$ cat config.mk
export PLATFORM = sky130hd
export DESIGN_NAME = sap_1_controller_sequencer
export DESIGN_NICKNAME = d
export VERILOG_FILES = /design/src/rtl/sap_1_controller_sequencer_pkg.sv /design/src/rtl/sap_1_ring_counter.sv /design/src/rtl/sap_1_controller_sequencer.sv
export SDC_FILE = /design/constraint.sdc
export NUM_CORES = 1
export LEC_CHECK = 0
export CORE_MARGIN = 2
export CORE_UTILIZATION = 42
export CTS_BUF_LIST = sky130_fd_sc_hd__clkbuf_2 sky130_fd_sc_hd__clkbuf_4 sky130_fd_sc_hd__clkbuf_8
export DETAILED_ROUTE_END_ITERATION = 10
export PLACE_DENSITY = 0.76
export SYNTH_ARGS = -nofsm -noshare
export SYNTH_HDL_FRONTEND = slang
export SYNTH_SLANG_ARGS = --single-unit
$ cat constraint.sdc
create_clock -name Clk -period 1.7 [get_ports Clk]
set_clock_uncertainty 0.2 [all_clocks]
set_input_delay 0.34 -clock Clk [delete_from_list [all_inputs] [get_ports Clk]]
set_output_delay 0.34 -clock Clk [all_outputs]
set_load 0.005 [all_outputs]
$ cat src/rtl/sap_1_controller_sequencer_pkg.sv
// Shared SAP-1 definitions: opcodes, T-state one-hot codes, control word layout
// and the control-word decode used by the controller-sequencer.
package sap_1_controller_sequencer_pkg;

    localparam int unsigned OPCODE_BITS = 4;
    localparam int unsigned T_W         = 6;
    localparam int unsigned CW_W        = 12;

    localparam logic [OPCODE_BITS-1:0] OP_LDA = 4'b0000;
    localparam logic [OPCODE_BITS-1:0] OP_ADD = 4'b0001;
    localparam logic [OPCODE_BITS-1:0] OP_SUB = 4'b0010;
    localparam logic [OPCODE_BITS-1:0] OP_OUT = 4'b1110;
    localparam logic [OPCODE_BITS-1:0] OP_HLT = 4'b1111;

    // One-hot ring states; bit 0 is T1
    typedef enum logic [T_W-1:0] {
        T1 = 6'b000001,
        T2 = 6'b000010,
        T3 = 6'b000100,
        T4 = 6'b001000,
        T5 = 6'b010000,
        T6 = 6'b100000
    } t_state_e;

    // Control word, Cp in the MSB down to Lo in the LSB
    typedef struct packed {
        logic cp;
        logic ep;
        logic lm;
        logic ce;
        logic li;
        logic ei;
        logic la;
        logic ea;
        logic su;
        logic eu;
        logic lb;
        logic lo;
    } ctrl_word_t;

    localparam ctrl_word_t CW_RESET = '{ep: 1'b1, lm: 1'b1, default: 1'b0};

    // Control word for a given ring state and opcode (HLT handled by caller)
    function automatic ctrl_word_t decode_cw(input t_state_e t, input logic [OPCODE_BITS-1:0] op);
        ctrl_word_t cw;
        cw = '0;
        case (t)
            T1: begin cw.ep = 1'b1; cw.lm = 1'b1; end
            T2: cw.cp = 1'b1;
            T3: begin cw.ce = 1'b1; cw.li = 1'b1; end
            T4: begin
                if (op == OP_LDA || op == OP_ADD || op == OP_SUB) begin
                    cw.ei = 1'b1; cw.lm = 1'b1;
                end else if (op == OP_OUT) begin
                    cw.ea = 1'b1; cw.lo = 1'b1;
                end
            end
            T5: begin
                if (op == OP_LDA) begin
                    cw.ce = 1'b1; cw.la = 1'b1;
                end else if (op == OP_ADD || op == OP_SUB) begin
                    cw.ce = 1'b1; cw.lb = 1'b1;
                end
            end
            T6: begin
                if (op == OP_ADD) begin
                    cw.eu = 1'b1; cw.la = 1'b1;
                end else if (op == OP_SUB) begin
                    cw.su = 1'b1; cw.eu = 1'b1; cw.la = 1'b1;
                end
            end
            default: cw = '0;
        endcase
        return cw;
    endfunction

endpackage

$ cat src/rtl/sap_1_ring_counter.sv
// Six-state one-hot ring counter stepping on the falling clock edge.
// Ports: clk, rst_n (async active-low, clears to T1), hold (freeze),
//        t_q (current state), t_d_c (next state, combinational).
module sap_1_ring_counter
    import sap_1_controller_sequencer_pkg::*;
(
    input  logic     clk,
    input  logic     rst_n,
    input  logic     hold,
    output t_state_e t_q,
    output t_state_e t_d_c
);

    t_state_e t_d;

    // Next state: rotate unless held; any illegal code recovers to T1
    always_comb begin
        t_d = t_q;
        if (!hold) begin
            case (t_q)
                T1:      t_d = T2;
                T2:      t_d = T3;
                T3:      t_d = T4;
                T4:      t_d = T5;
                T5:      t_d = T6;
                T6:      t_d = T1;
                default: t_d = T1;
            endcase
        end
    end

    always_ff @(negedge clk or negedge rst_n) begin
        if (!rst_n) begin
            t_q <= T1;
        end else begin
            t_q <= t_d;
        end
    end

    assign t_d_c = t_d;

endmodule

$ cat src/rtl/sap_1_controller_sequencer.sv
// SAP-1 controller-sequencer: ring counter plus opcode decode into a
// registered 12-bit control word and halt flag, all updated on falling Clk.
// Ports: Clk, ClrN (async active-low), Opcode; outputs Clr (= !ClrN),
//        Cp Ep Lm CE Li Ei La Ea Su Eu Lb Lo, Hlt, T (one-hot, T[0] = T1).
module sap_1_controller_sequencer
    import sap_1_controller_sequencer_pkg::*;
#(
    parameter int unsigned OPCODE_W = 4
) (
    input  logic                Clk,
    input  logic                ClrN,
    input  logic [OPCODE_W-1:0] Opcode,
    output logic                Clr,
    output logic                Cp,
    output logic                Ep,
    output logic                Lm,
    output logic                CE,
    output logic                Li,
    output logic                Ei,
    output logic                La,
    output logic                Ea,
    output logic                Su,
    output logic                Eu,
    output logic                Lb,
    output logic                Lo,
    output logic                Hlt,
    output logic [T_W-1:0]      T
);

    t_state_e                  t_q;
    t_state_e                  t_next_c;
    ctrl_word_t                cw_q;
    ctrl_word_t                cw_d;
    logic                      hlt_q;
    logic                      hlt_d;
    logic [OPCODE_BITS-1:0]    op_c;

    assign op_c = OPCODE_BITS'(Opcode);

    sap_1_ring_counter u_ring (
        .clk   (Clk),
        .rst_n (ClrN),
        .hold  (hlt_q),
        .t_q   (t_q),
        .t_d_c (t_next_c)
    );

    // Decode from the next state so the word changes together with T
    always_comb begin
        cw_d  = decode_cw(t_next_c, op_c);
        hlt_d = 1'b0;
        if (hlt_q || (t_next_c == T4 && op_c == OP_HLT)) begin
            cw_d  = '0;
            hlt_d = 1'b1;
        end
    end

    always_ff @(negedge Clk or negedge ClrN) begin
        if (!ClrN) begin
            cw_q  <= CW_RESET;
            hlt_q <= 1'b0;
        end else begin
            cw_q  <= cw_d;
            hlt_q <= hlt_d;
        end
    end

    assign Clr = !ClrN;
    assign Cp  = cw_q.cp;
    assign Ep  = cw_q.ep;
    assign Lm  = cw_q.lm;
    assign CE  = cw_q.ce;
    assign Li  = cw_q.li;
    assign Ei  = cw_q.ei;
    assign La  = cw_q.la;
    assign Ea  = cw_q.ea;
    assign Su  = cw_q.su;
    assign Eu  = cw_q.eu;
    assign Lb  = cw_q.lb;
    assign Lo  = cw_q.lo;
    assign Hlt = hlt_q;
    assign T   = t_q;

endmodule

After elaboration in Yosys (flattened, before gate mapping)
Cells that the tools add are included.

Bits in registers: 19. Output and inout bits: 20. Word-level logic and storage cells: 62.

Equality and inequality tests: 15. Mux-type cells: 26. Reduce and logical (&&, ||, !) cells: 7.

Operators by type and width (number): one-hot mux 6 bit (5 select lines) (1); 2-to-1 mux 1 bit (18); equality test 6 x 1 -> 1 bit (second input constant) (2); equality test 6 x 2 -> 1 bit (second input constant) (2); equality test 6 x 3 -> 1 bit (second input constant) (2); equality test 6 x 4 -> 1 bit (second input constant) (2); equality test 6 x 5 -> 1 bit (second input constant) (2); 2-to-1 mux 12 bit (1); equality test 4 bit (second input constant) (2); equality test 6 bit (second input constant) (1); 2-to-1 mux 6 bit (1); one-hot mux 1 bit (2 select lines) (3); equality test 4 x 1 -> 1 bit (second input constant) (1); equality test 4 x 2 -> 1 bit (second input constant) (1); logical NOT 4 bit (1); logical OR 1 bit (4); 2-to-1 mux 2 bit (2); logical AND 1 bit (1); logical NOT 1 bit (1).

Logic depth before layout (Yosys ltp)
Gate-level depths: netlist of the first run.

Depth after elaboration: 7. Depth in mapped cells: 5.

Modules after synthesis
A second synthesis of the first run with hierarchy kept.

Cell total of the unflattened synthesis: 81. Area total of the unflattened synthesis: 849.6 sq um.

By module, submodules not included: sap_1_controller_sequencer (times used 1, cells each 49, area an instance 514.2 sq um, seq. area each 302.8 sq um); sap_1_ring_counter (times used 1, cells each 32, area an instance 335.3 sq um, seq. area each 151.4 sq um).

==> reports/qor.yml, run 1 <==
path_buf_inv: 1
coreArea_sq_mm: 0.00176
die_y_um: 47.6
synth-edff-count: 0
cts_tree: "yes"
grt_setup_unrepaired: "true"
insertion_delay_ns: 0.35
die_area_sq_mm: 0.00227
final_common_cell: "buf_4"
routabilityCongestion: 0.774
max_slew_margin: 0.795
crit_fanout: 2
cts_max_path_buffers: 2
syn_inst: 77
nets: 140
path_cells: "buf_6"
grt_pass1_vias: 818
syn_nets: 83
max_stage_delay_ns: 0.53
failed_checks: "negative setup slack"
status: "finished with violations"
slew_violations: 0
ys_ff_latch: 18
die_w_um: 47.6
total_power_mw: 2.09
start_util: 0.452
layout_common_cells: "23 x buf_4, 17 x buf_2, 15 x dfrtn_1"
crit_type: "reg2out"
wl_per_cell_um: 18.3
hold_class: "reg2reg"
grt_usage: 0.250
routed_wl_um: 2890
num_rows: 15
critical_path.slowest_cell: "dfstp_2"
yosysWarningCount: 0
p_per_area_mw_per_mm2: 1450
num_vias: 868
drt_iter0_drc: 44
ant_nets: 0
async_flop_share: 1.00
worst_path_dominant_cell_family: "flip-flops"
ys_seq_area_frac: 0.569
cts_max_level: 1
finalSetupViolCount: 26
cp.required_ns: 1.16
crit_path_start_kind: "flip-flop"
antenna_found_initial: 0
hold_viol: 0
grt_pass1_wl_um: 3780
cap_violations: 0
clockRootBuffer: "clkbuf_4"
port_buffers: 25
design_area_sq_mm: 0.00144
synthesis.area_sq_um: 798
cts.clk_slew.worst_paths_ns: 0.07
end_kind: "output pin"
ir_drop_mv: 0.960
final_cells: 158
ios: 26
cts_buffers: 3
worst-slew-pin-transition_ns: 0.306
dp.cells: 141
grt_max_degree: 14
arrival_ns: 1.82
via_per_inst: 5.49
leakage_nw: 0.752
overflow: 0
dr.pass1.iters: 5
fin_util: 0.818
clock_sinks: 18
yosysUniqueCellTypes: 30
synth_area_per_cell_sq_um: 10.4
placed_area_sq_mm: 0.00123
postLayoutSetupSlackWorst_ns: -0.661
syn_to_final_growth_pct: 80.9
antennaDiodeCount: 0
dominantRegCellSynth: "dfrtn_1"
drc_errors: 0
layout-drive-gt1-share: 0.617
dpl.hpwl_um: 1520
state kept, by name (all words and copies together), names as in the netlist:
name and cells:
u_ring.t_q 6, CE 1, Cp 1, Ea 1
Ei 1, Ep 1, Eu 1, Hlt 1
La 1, Lb 1, Li 1, Lm 1
Su 1
worst paths after layout:
path	start	to	slack (ns)	depth (start not counted)
max	u_ring.t_q[0]	T[0]	-0.66	1
min	u_ring.t_q[4]	u_ring.t_q[4]	0.44	3
max reg2reg	u_ring.t_q[4]	Lm	-0.11	6
min reg2reg	u_ring.t_q[4]	u_ring.t_q[4]	0.44	3
max in group asynchronous	ClrN	u_ring.t_q[2]	0.13	3
min in group asynchronous	ClrN	u_ring.t_q[4]	1.00	3
power by group:
| group | leakage, nW | internal (mW) | total (mW) | switching [mW] |
|---|---|---|---|---|
| clock network | 0.0337 | 0.0969 | 0.257 | 0.160 |
| logic | 0.482 | 0.600 | 1.22 | 0.619 |
| registers | 0.236 | 0.567 | 0.611 | 0.0441 |
| total | 0.752 | 1.26 | 2.09 | 0.824 |
cell type report:
cell class                      instances  area, sq um
Sequential cell                        18          454
Clock inverter                          4         16.3
Inverter                                5         22.5
Multi-Input combinational cell         50          479
Tap cell                               25         31.3
Timing Repair Buffer                   53          418
Fill cell                             114          320
Clock buffer                            3         22.5
cell usage after synthesis, types with 2 or more instances:
cell type | n | area (sq um)
o21ai_0 | 2 | 10.0
nor2b_1 | 2 | 12.5
dfstp_2 | 3 | 78.8
buf_2 | 2 | 10.0
nor2_1 | 10 | 37.5
nand3_1 | 3 | 15.0
inv_1 | 6 | 22.5
a21o_1 | 2 | 15.0
dfrtn_1 | 15 | 375
nand2_1 | 11 | 41.3
nor3_1 | 2 | 10.0
per-layer routing:
metal | global-route usage | routed length (um) | vias to the layer above
li1 | - | - | 379
met1 | 0.286 | 1030 | 418
met2 | 0.438 | 1560 | 54
met3 | 0.0226 | 204 | 17
met4 | 0.173 | 99 | 0
met5 | 0 | 0 | -
cell families (layout without fill, tap and decap cells):
logic type | count (synthesis) | after routing | synth area share
and+or+nand+nor | 36 | 36 | 0.245
DFF | 18 | 18 | 0.569
xor gates and xnor gates | 2 | 2 | 0.0219
buffers and inverters | 9 | 65 | 0.0502
AOI/OAI and AO/OA | 12 | 12 | 0.114
metrics by stage:
stage	worst slack (ns)	hold WS, ns	setup TNS, ns
floorplan	-0.240	0.341	-2.94
global placement	-0.787	0.371	-20.81
detailed placement	-0.807	0.386	-21.25
CTS	-0.675	0.407	-10.63
global route	-0.701	0.458	-11.46
finish	-0.661	0.444	-10.58
timing repair:
item | 4_1_cts | 5_1_grt
gates resized for setup | 115 | 24
hold buffers | 0 | 0
pin swaps | 15 | 11
endpoints found under the setup margin | 30 | 33
buffers inserted | 10 | 6
Note: power is estimated with default switching activity, not from simulation.
==> run 2: changes to the inputs <==
--- a/config.mk
+++ b/config.mk
@@ -5,11 +5,11 @@
 export SDC_FILE = /design/constraint.sdc
 export NUM_CORES = 1
 export LEC_CHECK = 0
-export CORE_MARGIN = 2
-export CORE_UTILIZATION = 42
+export CORE_MARGIN = 1
+export CORE_UTILIZATION = 46
 export CTS_BUF_LIST = sky130_fd_sc_hd__clkbuf_2 sky130_fd_sc_hd__clkbuf_4 sky130_fd_sc_hd__clkbuf_8
 export DETAILED_ROUTE_END_ITERATION = 10
-export PLACE_DENSITY = 0.76
+export PLACE_DENSITY_LB_ADDON = 0.25
 export SYNTH_ARGS = -nofsm -noshare
 export SYNTH_HDL_FRONTEND = slang
 export SYNTH_SLANG_ARGS = --single-unit
==> constraint.sdc (replaced) <==
create_clock -name Clk -period 2.2 [get_ports Clk]
set_clock_uncertainty 0.2 [all_clocks]
set_input_delay 0.44 -clock Clk [delete_from_list [all_inputs] [get_ports Clk]]
set_output_delay 0.44 -clock Clk [all_outputs]
set_load 0.005 [all_outputs]
==> run 2 against run 1 <==
The run ends with design-rule violations, negative setup slack left. Register-to-register slack improved by 0.46 ns. Largest cell class is now registers. Count of clock-buffer cells in the layout did not move. Utilization fell by 8.2 points. Non-clock buffer count fell by 16. Global-route usage fell by 0.77 points. Combinational power fell by 54%. Largest power group unchanged. Flip-flop and latch count did not move.
==> reports/qor.yml, run 2 (synthesis gave the netlist of run 1 again) <==
final.fill_count: 114  # unchanged
port_buffers: 25  # unchanged
cts_tree: "yes"
crit_fanout: 2  # unchanged
slew_violations: 0  # unchanged
critical_path.slowest_cell: "dfstp_2"
finalSetupViolCount: 19  # -27%
insertion_delay_ns: 0.34  # about the same
path_buf_inv: 1  # unchanged
num_vias: 716  # -18%
hold_class: "reg2reg"
crit_type: "reg2out"
grt_setup_unrepaired: "true"
p_seq_frac: 0.385  # +0.092
reg2reg_slack_ns: 0.35  # +0.46 ns
p_sw_mw: 0.443  # -46%
max_stage_delay_ns: 0.51  # -0.02 ns
grt_usage: 0.243  # -0.00766
p_per_area_mw_per_mm2: 1060  # -27%
overflow: 0  # unchanged
use_met1: 0.304  # +0.0183
antennaDiodeCount: 0  # unchanged
worst-slew-pin-transition_ns: 0.514  # +0.208 ns
drc_errors: 2  # +2
ant_nets: 0  # unchanged
r2r_end: "u_ring.t_q[0]"
status: "finished with violations"
final_common_cell: "buf_2"
met2_usage: 0.379  # -0.0587
routabilityCongestion: 0.893  # +15%
via_per_inst: 5.38  # -2.0%
postLayoutSetupSlackWorst_ns: -0.498  # +0.163 ns
largest_reg_flops: 6  # unchanged
layout_common_cells: "17 x buf_2, 15 x dfrtn_1, 10 x nand2_1, 10 x buf_4"
cts_max_path_buffers: 2  # unchanged
wl_per_cell_um: 15.6  # -15%
syn_to_final_growth_pct: 43.7
crit_start: "u_ring.t_q[0]"
clock_sinks: 18  # unchanged
cts_hold_buf: 0  # unchanged
placed_area_sq_mm: 0.00116  # -5.7%
cts_setup_buffers: 0  # -10
crit_path_start_kind: "flip-flop"
fin_util: 0.736  # -0.0825
die_y_um: 43.7  # -8.3%
critPathCapture: "T[0]"
ios: 26  # unchanged
die_w_um: 43.7  # -8.3%
start_util: 0.512  # +0.0596
pwr-share-comb: 0.461  # -0.123
p_sw_frac: 0.364  # -0.0303
design_area_sq_mm: 0.00115  # -21%
r2r_cells: 5  # -1
antenna_found_initial: 0  # unchanged
dpl.hpwl_um: 1430  # -5.4%
r2r_start: "u_ring.t_q[0]"
arrival_ns: 2.06  # +0.24 ns
max_slew_margin: 0.648  # -0.146
cap_violations: 0  # unchanged
ir_drop_mv: 0.554  # -42%
cts.clk_slew.worst_paths_ns: 0.07  # about the same
cts_buffers: 3  # unchanged
drt_iter0_drc: 35  # -20%
grt_pass1_wl_um: 3260  # -14%
path_cells: "buf_2"
die_area_sq_mm: 0.00191  # -16%
coreArea_sq_mm: 0.00156  # -12%
clockRootBuffer: "clkbuf_4"
p_int_mw: 0.773  # -39%
clkPwrFrac: 0.153  # +0.030
cp_num_cells: 1  # unchanged
layout-drive-gt1-share: 0.410  # -0.206
use_met3: 0.0542  # +0.0315
failed_checks: "design-rule violations, negative setup slack"
worst_path_dominant_cell_family: "flip-flops"
cp.required_ns: 1.56  # +0.40 ns
cts_max_level: 1  # unchanged
regMostFlops: "u_ring.t_q"
grt_max_degree: 14  # unchanged
end_kind: "output pin"
top_usage_layer: "met2"
num_rows: 14  # -1
nets: 124  # -11%
dr.pass1.iters: 7  # +2
routed_wl_um: 2080  # -28%
leakage_nw: 0.637  # -15%
hold_viol: 0  # unchanged
grt_pass1_vias: 702  # -14%
[run 2: repair_timing]
item                       CTS  global route
hold endpoints to repair     0             0
gates resized for setup     85            14
pin swaps                    2             4
setup endpoints to repair   28            24
[run 2: final cells by class]
type,instances,area (sq um),share of cell area
clock buffers,3,22.5,0.0196
well taps,16,20.0,0.0174
clock inverters,4,16.3,0.0142
repair buffers,37,277,0.241
multi-input cells,50,339,0.296
inverters,5,18.8,0.0164
flip-flops and latches,18,454,0.396
[run 2: metal layers]
| metal | share of wire | routed length [um] | vias up |
|---|---|---|---|
| met2 | 0.51 | 1060 | 37 |
| met1 | 0.39 | 810 | 327 |
| met3 | 0.063 | 131 | 6 |
| li1 | - | - | 346 |
| met4 | 0.034 | 71 | 0 |
| met5 | 0 | 0 | - |
[run 2: per-stage QoR]
step                power (mW)  std cells  setup slack, ns  hold WS, ns  setup TNS [ns]
floorplan                0.773         77          -0.0896        0.341          -0.447
global placement          1.06        127           -0.640        0.375          -13.39
detailed placement        1.08        127           -0.687        0.382          -13.83
CTS                       1.19        133           -0.518        0.381           -7.21
global route              1.30        133           -0.540        0.412           -7.59
finish                    1.22        133           -0.498        0.381           -6.88
[run 2: power by group through the flow]
stage	clock network, mW	registers, mW	logic, mW
2_1_floorplan	0.0113	0.516	0.246
3_3_place_gp	0.0113	0.467	0.577
3_5_place_dp	0.0113	0.473	0.597
4_1_cts	0.201	0.465	0.524
5_1_grt	0.216	0.475	0.607
6_report	0.187	0.468	0.561
[run 2: worst min-delay path, cell delays in order (launching register included)]
cell and delay [ns]:
dfrtn_1 0.41, buf_4 0.15, a21o_1 0.11
[run 2: worst min path at each step]
stage,startpoint,endpoint,slack (ns),depth (start not counted)
4_1_cts,u_ring.t_q[2],u_ring.t_q[2],0.38,2
5_1_grt,u_ring.t_q[2],u_ring.t_q[2],0.41,2
3_3_place_gp,u_ring.t_q[2],u_ring.t_q[2],0.38,2
2_1_floorplan,u_ring.t_q[1],u_ring.t_q[1],0.34,2
3_5_place_dp,u_ring.t_q[1],u_ring.t_q[1],0.38,3
6_report,u_ring.t_q[2],u_ring.t_q[2],0.38,2
